$ cat src/rtl/cpu_pkg.sv
// -----------------------------------------------------------------------------
// cpu_pkg
// Shared CPU definitions: datapath and register-address widths plus the ALU
// function codes driven onto the ALU's ALUFun input.
// No ports (package).
// -----------------------------------------------------------------------------
package cpu_pkg;

  localparam int DW = 32;  // datapath width, equals the ALU operand width
  localparam int RW = 5;   // register-address width

  typedef logic [5:0] alufun_t;

  // Arithmetic
  localparam alufun_t ALU_ADD   = 6'b000000;
  localparam alufun_t ALU_SUB   = 6'b000001;
  // Logic
  localparam alufun_t ALU_AND   = 6'b011000;
  localparam alufun_t ALU_OR    = 6'b011110;
  localparam alufun_t ALU_XOR   = 6'b010110;
  localparam alufun_t ALU_NOR   = 6'b010001;
  localparam alufun_t ALU_PASSA = 6'b011010;
  // Shifts
  localparam alufun_t ALU_SLL   = 6'b100000;
  localparam alufun_t ALU_SRL   = 6'b100001;
  localparam alufun_t ALU_SRA   = 6'b100011;
  // Compares
  localparam alufun_t ALU_EQ    = 6'b110011;
  localparam alufun_t ALU_NEQ   = 6'b110001;
  localparam alufun_t ALU_LT    = 6'b110101;
  localparam alufun_t ALU_LEZ   = 6'b111101;
  localparam alufun_t ALU_LTZ   = 6'b111011;
  localparam alufun_t ALU_GTZ   = 6'b111111;

endpackage

$ cat src/rtl/ex_operand_stage_fwd_sel.sv
// -----------------------------------------------------------------------------
// fwd_sel
// Picks the freshest value of one source register for the EX stage.
// EX/MEM beats MEM/WB; register 0 is never forwarded.
// Ports:
//   i_src_addr                          source register number
//   i_reg_data                          value captured from the register file
//   i_exmem_reg_write/_rd/_result       EX/MEM write-back source
//   i_memwb_reg_write/_rd/_result       MEM/WB write-back source
//   o_data                              selected operand word
// -----------------------------------------------------------------------------
module fwd_sel
  import cpu_pkg::*;
#(
  parameter int DW = cpu_pkg::DW,
  parameter int RW = cpu_pkg::RW
) (
  input  logic [RW-1:0] i_src_addr,
  input  logic [DW-1:0] i_reg_data,
  input  logic          i_exmem_reg_write,
  input  logic [RW-1:0] i_exmem_rd,
  input  logic [DW-1:0] i_exmem_result,
  input  logic          i_memwb_reg_write,
  input  logic [RW-1:0] i_memwb_rd,
  input  logic [DW-1:0] i_memwb_result,
  output logic [DW-1:0] o_data
);

  logic w_hit_exmem;
  logic w_hit_memwb;

  assign w_hit_exmem = i_exmem_reg_write && (i_exmem_rd != '0) && (i_exmem_rd == i_src_addr);
  assign w_hit_memwb = i_memwb_reg_write && (i_memwb_rd != '0) && (i_memwb_rd == i_src_addr);

  always_comb begin
    o_data = i_reg_data;
    if (w_hit_exmem) begin
      o_data = i_exmem_result;
    end else if (w_hit_memwb) begin
      o_data = i_memwb_result;
    end
  end

endmodule

$ cat src/rtl/ex_operand_stage.sv
// -----------------------------------------------------------------------------
// ex_operand_stage
// ID/EX pipeline register plus EX operand selection for the ALU (A, B, ALUFun,
// Sign). Detects load-use hazards and inserts bubbles on hazard or flush.
//
// Build option: macro EX_FWD_EN.
//   defined   - EX/MEM and MEM/WB results are forwarded into both operands;
//               hazard_stall covers load-use only.
//   undefined - operands come straight from the captured register data;
//               hazard_stall additionally fires on any ID source that matches
//               a pending write in EX or EX/MEM.
//
// Ports:
//   clk, reset (sync, active-high), stall (freeze), flush (load bubble)
//   id_*            decoded fields of the instruction in ID
//   exmem_*, memwb_* write-back sources used for forwarding
//   alu_a, alu_b, alufun, sign   ALU inputs
//   ex_rd, ex_reg_write, ex_mem_read, ex_mem_write, ex_store_data, ex_valid
//   hazard_stall    combinational request for ID/IF to hold
// -----------------------------------------------------------------------------
module ex_operand_stage
  import cpu_pkg::*;
#(
  parameter int DW = cpu_pkg::DW,
  parameter int RW = cpu_pkg::RW
) (
  input  logic          clk,
  input  logic          reset,
  input  logic          stall,
  input  logic          flush,
  input  logic          id_valid,
  input  logic [RW-1:0] id_rs_addr,
  input  logic [RW-1:0] id_rt_addr,
  input  logic [RW-1:0] id_rd_addr,
  input  logic [DW-1:0] id_rs_data,
  input  logic [DW-1:0] id_rt_data,
  input  logic [DW-1:0] id_imm,
  input  logic [4:0]    id_shamt,
  input  logic          id_src_a_shamt,
  input  logic          id_src_b_imm,
  input  logic [5:0]    id_alufun,
  input  logic          id_sign,
  input  logic          id_reg_write,
  input  logic          id_mem_read,
  input  logic          id_mem_write,
  input  logic          exmem_reg_write,
  input  logic [RW-1:0] exmem_rd,
  input  logic [DW-1:0] exmem_result,
  input  logic          memwb_reg_write,
  input  logic [RW-1:0] memwb_rd,
  input  logic [DW-1:0] memwb_result,
  output logic [DW-1:0] alu_a,
  output logic [DW-1:0] alu_b,
  output logic [5:0]    alufun,
  output logic          sign,
  output logic [RW-1:0] ex_rd,
  output logic          ex_reg_write,
  output logic          ex_mem_read,
  output logic          ex_mem_write,
  output logic [DW-1:0] ex_store_data,
  output logic          ex_valid,
  output logic          hazard_stall
);

  // ID/EX register
  logic          r_valid;
  logic [RW-1:0] r_rs_addr;
  logic [RW-1:0] r_rt_addr;
  logic [RW-1:0] r_rd;
  logic [DW-1:0] r_rs_data;
  logic [DW-1:0] r_rt_data;
  logic [DW-1:0] r_imm;
  logic [4:0]    r_shamt;
  logic          r_src_a_shamt;
  logic          r_src_b_imm;
  alufun_t       r_alufun;
  logic          r_sign;
  logic          r_reg_write;
  logic          r_mem_read;
  logic          r_mem_write;

  logic          w_bubble;
  logic          w_ex_match;
  logic          w_load_use;
  logic [DW-1:0] w_fwd_rs;
  logic [DW-1:0] w_fwd_rt;

  // EX destination matches either ID source (register 0 is a constant).
  assign w_ex_match = (r_rd != '0) && ((r_rd == id_rs_addr) || (r_rd == id_rt_addr));
  assign w_load_use = id_valid && r_valid && r_mem_read && w_ex_match;

`ifdef EX_FWD_EN
  assign hazard_stall = w_load_use;

  fwd_sel #(.DW(DW), .RW(RW)) u_fwd_rs (
    .i_src_addr        (r_rs_addr),
    .i_reg_data        (r_rs_data),
    .i_exmem_reg_write (exmem_reg_write),
    .i_exmem_rd        (exmem_rd),
    .i_exmem_result    (exmem_result),
    .i_memwb_reg_write (memwb_reg_write),
    .i_memwb_rd        (memwb_rd),
    .i_memwb_result    (memwb_result),
    .o_data            (w_fwd_rs)
  );

  fwd_sel #(.DW(DW), .RW(RW)) u_fwd_rt (
    .i_src_addr        (r_rt_addr),
    .i_reg_data        (r_rt_data),
    .i_exmem_reg_write (exmem_reg_write),
    .i_exmem_rd        (exmem_rd),
    .i_exmem_result    (exmem_result),
    .i_memwb_reg_write (memwb_reg_write),
    .i_memwb_rd        (memwb_rd),
    .i_memwb_result    (memwb_result),
    .o_data            (w_fwd_rt)
  );
`else
  // Without forwarding, any in-flight write the register file has not yet
  // absorbed must be waited out. MEM/WB is safe: the file writes before it reads.
  logic w_exmem_match;
  logic w_unused;

  assign w_exmem_match = (exmem_rd != '0) &&
                         ((exmem_rd == id_rs_addr) || (exmem_rd == id_rt_addr));
  assign hazard_stall  = w_load_use ||
                         (id_valid && ((r_valid && r_reg_write && w_ex_match) ||
                                       (exmem_reg_write && w_exmem_match)));

  assign w_fwd_rs = r_rs_data;
  assign w_fwd_rt = r_rt_data;

  // Inputs and fields only the forwarding path consumes.
  assign w_unused = ^{exmem_result, memwb_reg_write, memwb_rd, memwb_result,
                      r_rs_addr, r_rt_addr};
`endif

  // An empty ID slot is captured as a bubble so held data stays clean.
  assign w_bubble = flush || hazard_stall || !id_valid;

  always_ff @(posedge clk) begin
    if (reset || (!stall && w_bubble)) begin
      r_valid       <= 1'b0;
      r_rs_addr     <= '0;
      r_rt_addr     <= '0;
      r_rd          <= '0;
      r_rs_data     <= '0;
      r_rt_data     <= '0;
      r_imm         <= '0;
      r_shamt       <= '0;
      r_src_a_shamt <= 1'b0;
      r_src_b_imm   <= 1'b0;
      r_alufun      <= ALU_ADD;
      r_sign        <= 1'b0;
      r_reg_write   <= 1'b0;
      r_mem_read    <= 1'b0;
      r_mem_write   <= 1'b0;
    end else if (!stall) begin
      r_valid       <= 1'b1;
      r_rs_addr     <= id_rs_addr;
      r_rt_addr     <= id_rt_addr;
      r_rd          <= id_rd_addr;
      r_rs_data     <= id_rs_data;
      r_rt_data     <= id_rt_data;
      r_imm         <= id_imm;
      r_shamt       <= id_shamt;
      r_src_a_shamt <= id_src_a_shamt;
      r_src_b_imm   <= id_src_b_imm;
      r_alufun      <= id_alufun;
      r_sign        <= id_sign;
      r_reg_write   <= id_reg_write;
      r_mem_read    <= id_mem_read;
      r_mem_write   <= id_mem_write;
    end
  end

  assign alu_a         = r_src_a_shamt ? {{(DW-5){1'b0}}, r_shamt} : w_fwd_rs;
  assign alu_b         = r_src_b_imm ? r_imm : w_fwd_rt;
  assign ex_store_data = w_fwd_rt;
  assign alufun        = r_alufun;
  assign sign          = r_sign;
  assign ex_rd         = r_rd;
  assign ex_valid      = r_valid;
  assign ex_reg_write  = r_valid && r_reg_write;
  assign ex_mem_read   = r_valid && r_mem_read;
  assign ex_mem_write  = r_valid && r_mem_write;

endmodule

$ cat config.mk
export PLATFORM = sky130hd
export DESIGN_NAME = ex_operand_stage
export DESIGN_NICKNAME = d
export VERILOG_FILES = /design/src/rtl/cpu_pkg.sv /design/src/rtl/ex_operand_stage_fwd_sel.sv /design/src/rtl/ex_operand_stage.sv
export SDC_FILE = /design/constraint.sdc
export NUM_CORES = 1
export LEC_CHECK = 0
export CORE_AREA = 4 4 123 125
export DETAILED_ROUTE_END_ITERATION = 10
export DIE_AREA = 0 0 127 129
export PLACE_DENSITY = 0.77
export SLEW_MARGIN = 10
export SYNTH_ARGS = -nofsm -noshare
export SYNTH_HDL_FRONTEND = slang
export SYNTH_SLANG_ARGS = --single-unit
$ cat constraint.sdc
create_clock -name clk -period 4.9 [get_ports clk]
set_clock_uncertainty 0.2 [all_clocks]
set_input_delay 0.49 -clock clk [delete_from_list [all_inputs] [get_ports clk]]
set_output_delay 0.49 -clock clk [all_outputs]
set_load 0.03 [all_outputs]
==> run metrics, run 1 <==
final WL 15.2 mm; WP data arrival 2550 ps; fmax 308 MHz; worst hold path depth 1; leakage power 2.83 nW; cts bufs inserted 17; vias 4,356; Mapped Nets 601; deepest clock path buffer count 2; core outline area 13,900 µm²; Setup-failing EPs final 0; FF-to-FF End r_rs_data[25]; Max H-tree Level 4; R2R Setup Slk 2030 ps; Cells after Synth 392; Reg power frac 0.392; min Tclk post-route 3240 ps; vias in the first global route 4,612; Slew HR 0.402; Antenna Violating Nets Remaining 0; clock sinks 119; die area 16,400 µm²; hold slack 254 ps; DRT Pass-1 Iters 5; All-Layer GR Usage 0.180; share of the synthesized area in the top cell type 0.509; CP endpoint kind output pin; clock transition at the registers of the reported paths 50 ps; drt wl/cell 18.6 µm; VDD IR max 0.178 mV; Hold Fails Final Rpt 0; Min-Delay Endpoint r_rs_data[12]; initial antenna violation count 0; IO Count 322; Worst Hold Launch r_rs_data[12]; most frequent cells in the layout clkdlybuf4s50_1 (251), dfxtp_1 (119), a32o_1 (118), mux2_2 (37), nor2b_1 (28); Avg Cell Area, Syn 11.9 µm²; PortBufs 251; cells along the critical path clkdlybuf4s50_1, xnor2_1, nand3_1, o22ai_1, a32oi_4, nor2b_1, clkdlybuf4s50_1; Initial Util 0.337; Final Max Tran Viols 0; share of cells above drive strength 1 0.123; Seq/Total Area, Yosys 0.509; FF+latch count, synth 119; Clk pwr share 0.486; status completed; GP Congestion 0.882; Post-Place Cells 784; antenna cells 0; Chip Width 127 µm; period utilization 0.662; overall power 2.58 mW; Clock Tree Root clkbuf_16; Vias/cell 5.34; post_cts resized 0; Post-route DRC 0; switch share 0.225; WP data required 4210 ps; total of max-cap violations 0; slowest CP cell clkdlybuf4s50_1; Slew @ Worst Pin 896 ps; most common library cell in the layout ignoring fill and taps clkdlybuf4s50_1; Worst Setup Start Kind primary input; nets 832; P per Cell Area 326 nW/µm²; total grt overflow 0; Layout Cells excl Fill 816; Psw 0.580 mW; reg2reg path depth 7; synth unique cells 19; hold crit path type reg2reg; clk_lat worst skew 400 ps; critical path start-end classification in2out; biggest area consumer among synthesized cells dfxtp_1; fillers 1,155; setup bufs post-CTS 0; num rows 43; ranking of synthesized cells by area dfxtp_1 (51%), a32o_1 (25%), mux2_2 (8.9%); multi-input logic area 2110 µm²; post-synthesis cell area 4680 µm²; delay of the slowest critical-path stage 680 ps; CTS Hold Bufs 0; DP HPWL 10.7 mm; Synth warnings 0; total internal power 2.00 mW; P&R area growth vs syn 69.0%; post-route setup TNS 0 ps; drt initial violations 287; R2R Path Start ex_rd[4]; CTS tree yes; first-pass GRT wire length 23.8 mm; RSZ-0062 raised after global routing no; most prevalent standard cell on the critical path clkdlybuf4s50_1; combinational share of power 0.121; CP max FO 3; largest net degree at the start of global routing 120; total area of sequential cells 2380 µm²; Die Y-Extent 129 µm
[worst max-delay path: cells and delay by family]
family / cells / cell delay, ps
AO/OA/AOI/OAI: 2 / 450
buffers and inverters: 2 / 1240
AND/OR/NAND/NOR: 2 / 230
XOR/XNOR: 1 / 140
[state kept, by name, summed over array words and instances (netlist names), 5 cells and up]
register	flops
ex_store_data	32
r_rs_data	32
r_imm	32
ex_rd	5
r_shamt	5
alufun	6
[stage by stage]
step	area (µm²)	setup slack, ps	util
after floorplan	4680	2390	-
after global routing	7900	1520	0.569
after global placement	7300	1520	0.526
after detailed placement	7300	1430	0.526
after CTS	7900	1610	0.569
final	7900	1660	0.569
[cell families (layout without fill, tap and decap cells)]
logic type / count (synthesis) / in the layout / synth area share
and+or+nand+nor: 46 / 46 / 0.0567
xor gates and xnor gates: 20 / 20 / 0.0375
buffers and inverters: 46 / 290 / 0.0460
DFF: 119 / 119 / 0.509
AOI/OAI and AO/OA: 124 / 124 / 0.261
muxes: 37 / 37 / 0.0891
[routing by layer]
metal,vias to the layer above,track usage,share of wire
met5,-,0,0
met4,0,0.0675,0.020
met3,25,0.0789,0.10
met2,190,0.311,0.50
met1,2112,0.197,0.38
li1,2029,-,-
[worst max path at each step]
stage,cells past startpoint,endpoint,slack [ps],startpoint
floorplan,7,hazard_stall,2390,ex_rd[4]
global placement,8,r_rs_data[18],1520,exmem_rd[0]
detailed placement,8,ex_store_data[21],1430,exmem_rd[0]
CTS,3,alu_b[0],1610,r_src_b_imm
global route,3,alu_b[0],1520,r_src_b_imm
finish,7,hazard_stall,1660,exmem_rd[0]
[area by class of cell]
cell class,instances,share of cell area
Sequential cell,119,0.301
Timing Repair Buffer,258,0.326
Clock inverter,12,0.0192
Tap cell,180,0.0285
Clock buffer,20,0.0578
Multi-Input combinational cell,227,0.267
[cell usage after synthesis]
library cell	n
a22o_1	1
a21oi_1	1
o21ai_0	1
xnor2_1	20
nor4b_1	1
a32oi_1	1
nand2_1	5
buf_4	11
and2_1	3
nor3_1	2
nand3_1	4
a32o_1	118
o22ai_1	2
buf_2	1
clkbuf_1	34
dfxtp_1	119
nor2_1	2
mux2_2	37
nor2b_1	29
[power groups by stage]
stage,clock (mW),combinational (mW),sequential [mW]
floorplan,0,0.118,1.04
global placement,0,0.308,1.03
detailed placement,0,0.314,1.03
CTS,1.29,0.315,1.01
global route,1.33,0.331,1.01
finish,1.25,0.313,1.01
Power figures use the tool's default switching activity.
==> inputs of run 2 (changes only) <==
Settings changed: CORE_AREA 4 4 123 125 to 4 4 125 127, DIE_AREA 0 0 127 129 to 0 0 129 131, PLACE_DENSITY 0.77 to 0.74.
Clock period 4.9 ns to 3.25 ns, I/O delays scaled along.
==> run metrics, run 2 (synthesis results as in run 1) <==
total internal power 2.97 mW; P per Cell Area 491 nW/µm²; Antenna Violating Nets Remaining 0; most prevalent standard cell on the critical path clkdlybuf4s50_1; Max H-tree Level 4; Clk pwr share 0.486; Initial Util 0.324; most common library cell in the layout ignoring fill and taps clkdlybuf4s50_1; critical path start-end classification in2out; min Tclk post-route 2980 ps; die area 16,900 µm²; share of cells above drive strength 1 0.123; DRT Pass-1 Iters 4; cells along the critical path clkdlybuf4s50_1, xnor2_1, nand3_1, o22ai_1, a32oi_4, nor2b_1, clkdlybuf4s50_1; slowest CP cell clkdlybuf4s50_1; post_cts resized 0; total area of sequential cells 2380 µm²; DP HPWL 10.4 mm; Post-Place Cells 787; delay of the slowest critical-path stage 680 ps; R2R Setup Slk 1080 ps; fmax 336 MHz; post-layout util 0.549; core outline area 14,400 µm²; hold crit path type reg2reg; clock sinks 119; CTS Hold Bufs 0; VDD IR max 0.323 mV; total grt overflow 0; Hold Fails Final Rpt 0; All-Layer GR Usage 0.175; CP endpoint kind output pin; setup bufs post-CTS 0; multi-input logic area 2110 µm²; overall power 3.88 mW; Final WS setup 270 ps; pre-CTS setup slack 271 ps; P&R area growth vs syn 69.3%; Die Y-Extent 131 µm; drt initial violations 175; initial antenna violation count 0; status completed; Reg power frac 0.392; deepest clock path buffer count 2; Slew @ Worst Pin 655 ps; most frequent cells in the layout clkdlybuf4s50_1 (251), dfxtp_1 (119), a32o_1 (118), mux2_2 (37), nor2b_1 (28); IO Count 322; vias 4,375; combinational share of power 0.123; leakage power 2.82 nW; CP max FO 3; Clock Tree Root clkbuf_16; Chip Width 129 µm; antenna cells 0; Layout Cells excl Fill 819; post-route setup TNS 0 ps; clk_lat worst skew 400 ps; cts bufs inserted 17; RSZ-0062 raised after global routing no; CTS tree yes; final WL 15.0 mm; Design Area, Final 7920 µm²; nets 831; fillers 1,236; total of max-cap violations 0; hold slack 256 ps; Worst Setup Start Kind primary input; GP Congestion 0.875; PortBufs 251; switch share 0.235; Setup-failing EPs final 0; num rows 44; largest net degree at the start of global routing 120; instance area at placement 7310 µm²; CP delay by family, top buffers and inverters; Post-route DRC 0; first-pass GRT wire length 23.4 mm; vias in the first global route 4,568; period utilization 0.917; Psw 0.914 mW; WP data arrival 2460 ps; Vias/cell 5.34; Bufs and invs on worst path 2; WP data required 2720 ps; Final Max Tran Viols 0; Slew HR 0.564; drt wl/cell 18.4 µm; clock transition at the registers of the reported paths 50 ps
-- run 2: changes by cell type in the layout (fill, tap and decap cells not counted), sizes merged --
cell / before / now
buf: 7 / 6
bufinv: 3 / 2
clkinvlp: 2 / 4
inv: 0 / 3
clkinv: 7 / 3
-- run 2: path summary, 6_finish.rpt --
check | start | cells after the start | to
worst max-delay path | exmem_rd[4] | 7 | hazard_stall
worst min-delay path | r_rs_data[8] | 1 | r_rs_data[8]
worst max register to register | ex_rd[4] | 6 | r_rs_data[30]
worst min register to register | r_rs_data[8] | 1 | r_rs_data[8]
-- run 2: worst register-to-register path: cells and delay by family, from the launching register on --
kind            cells  cell delay [ps]
compound gates      3              890
xor+xnor            1              150
buf+inv             1              260
flops               1              460
simple gates        1               90
-- run 2: layout make-up --
cell class | count | share of cell area
Clock buffer | 20 | 0.0590
Clock inverter | 12 | 0.0180
Multi-Input combinational cell | 227 | 0.267
Sequential cell | 119 | 0.301
Tap cell | 184 | 0.0291
Timing Repair Buffer | 257 | 0.326
-- run 2: power by group through the flow --
stage / Sequential [mW] / Combinational, mW / Clock [mW]
3_3_place_gp: 1.55 / 0.468 / 0
4_1_cts: 1.52 / 0.479 / 1.93
3_5_place_dp: 1.55 / 0.476 / 0
5_1_grt: 1.52 / 0.504 / 2.00
2_1_floorplan: 1.57 / 0.177 / 0
6_report: 1.52 / 0.476 / 1.89
-- run 2: routing by layer --
layer,GRT usage,share of wire,up-vias
li1,-,-,2034
met1,0.195,0.38,2116
met2,0.293,0.49,206
met3,0.0809,0.11,19
met4,0.0679,0.016,0
met5,0,0,-
==> inputs of run 3 (changes only) <==
Settings changed: PLACE_DENSITY 0.74 to unset, PLACE_DENSITY_LB_ADDON set to 0.3.
Clock period 3.25 ns to 2.99 ns, I/O delays scaled along.
==> run metrics, run 3 (synthesis results as in run 1) <==
Setup-failing EPs final 0; Post-route DRC 0; Reg power frac 0.393; vias 4,339; leakage power 2.82 nW; Chip Width 129 µm; post-route setup TNS 0 ps; Antenna Violating Nets Remaining 0; Crit. Startpoint r_src_b_imm; met3 Use GR 0.0780; fillers 1,224; clock sinks 119; most common library cell in the layout ignoring fill and taps clkdlybuf4s50_1; share of cells above drive strength 1 0.118; FF-to-FF End ex_store_data[11]; clk_lat worst skew 400 ps; nets 831; DRT Pass-1 Iters 5; R2R Setup Slk 790 ps; clock transition at the registers of the reported paths 50 ps; total internal power 3.29 mW; P per Cell Area 533 nW/µm²; Psw 0.925 mW; Worst Hold Launch r_rs_data[26]; GP Congestion 0.822; hold crit path type reg2reg; hold slack 256 ps; met2 usage 0.283; WP data arrival 2130 ps; post-layout util 0.549; DP HPWL 10.0 mm; drt initial violations 194; total area of sequential cells 2380 µm²; deepest clock path buffer count 2; Final WS setup 359 ps; combinational share of power 0.123; Layout Cells excl Fill 817; Hold Fails Final Rpt 0; All-Layer GR Usage 0.173; die area 16,900 µm²; WP data required 2490 ps; Max H-tree Level 4; cts bufs inserted 17; Worst Setup Start Kind flip-flop; antenna cells 0; Slew @ Worst Pin 737 ps; Min-Delay Endpoint r_rs_data[26]; drt wl/cell 18.4 µm; Clock Tree Root clkbuf_16; CTS tree yes; multi-input logic area 2110 µm²; Initial Util 0.324; RSZ-0062 raised after global routing no; Slew HR 0.509; first-pass GRT wire length 23.2 mm; Final Max Tran Viols 0; global routing's busiest layer met2; most frequent cells in the layout clkdlybuf4s50_1 (250), dfxtp_1 (119), a32o_1 (118), mux2_2 (37), nor2b_1 (28); PortBufs 251; P&R area growth vs syn 69.2%; Post-Place Cells 787; pre-CTS setup slack 344 ps; core outline area 14,400 µm²; met1 Usage GRT 0.200; Vias/cell 5.31; period utilization 0.880; total grt overflow 0; Die Y-Extent 131 µm; initial antenna violation count 0; R2R Path Start ex_rd[4]; num rows 44; critical path start-end classification reg2out; reg2reg path depth 6; Clk pwr share 0.485; min Tclk post-route 2630 ps; final WL 15.0 mm; setup bufs post-CTS 0; total of max-cap violations 0; vias in the first global route 4,464; largest net degree at the start of global routing 120; fmax 380 MHz; switch share 0.220; post_cts resized 0; IO Count 322; VDD IR max 0.325 mV; CTS Hold Bufs 0; worst hold path depth 1; CP max FO 33; CP endpoint kind output pin; status completed
[run 3: worst max-delay path: stages (launching register included)]
cell and delay (ps):
dfxtp_1 300, buf_4 390, mux2_2 410, clkdlybuf4s50_1 610
[run 3: worst max-delay path by stage]
stage | slack (ps) | depth (start not counted) | to
after floorplan | 670 | 7 | hazard_stall
after global placement | 420 | 7 | r_imm[19]
after detailed placement | 340 | 7 | ex_store_data[20]
after CTS | 300 | 3 | alu_b[27]
after global routing | 250 | 3 | alu_b[27]
final | 360 | 3 | alu_b[14]
[run 3: metrics by stage]
stage | area (µm²) | power [mW]
global route | 7910 | 4.37
finish | 7910 | 4.21
detailed placement | 7320 | 2.21
CTS | 7910 | 4.27
floorplan | 4680 | 1.90
global placement | 7320 | 2.20
[run 3: power groups by stage]
| stage | logic (mW) | clock network (mW) | registers [mW] |
|---|---|---|---|
| 5_1_grt | 0.548 | 2.17 | 1.66 |
| 6_report | 0.517 | 2.04 | 1.65 |
| 4_1_cts | 0.520 | 2.09 | 1.65 |
| 2_1_floorplan | 0.193 | 0 | 1.71 |
| 3_3_place_gp | 0.511 | 0 | 1.68 |
| 3_5_place_dp | 0.517 | 0 | 1.69 |
[run 3: final cells by class]
type,instances,share of cell area
clock inverter,8,0.0155
sequential,119,0.301
multi-input combinational,227,0.267
tap,184,0.0291
clock buffer,22,0.0599
timing repair buffer,257,0.328
[run 3: layer usage]
metal	wire (µm)	up-vias
met5	0	-
met4	337	0
met3	1680	26
met2	7090	214
met1	5930	2080
li1	-	2019
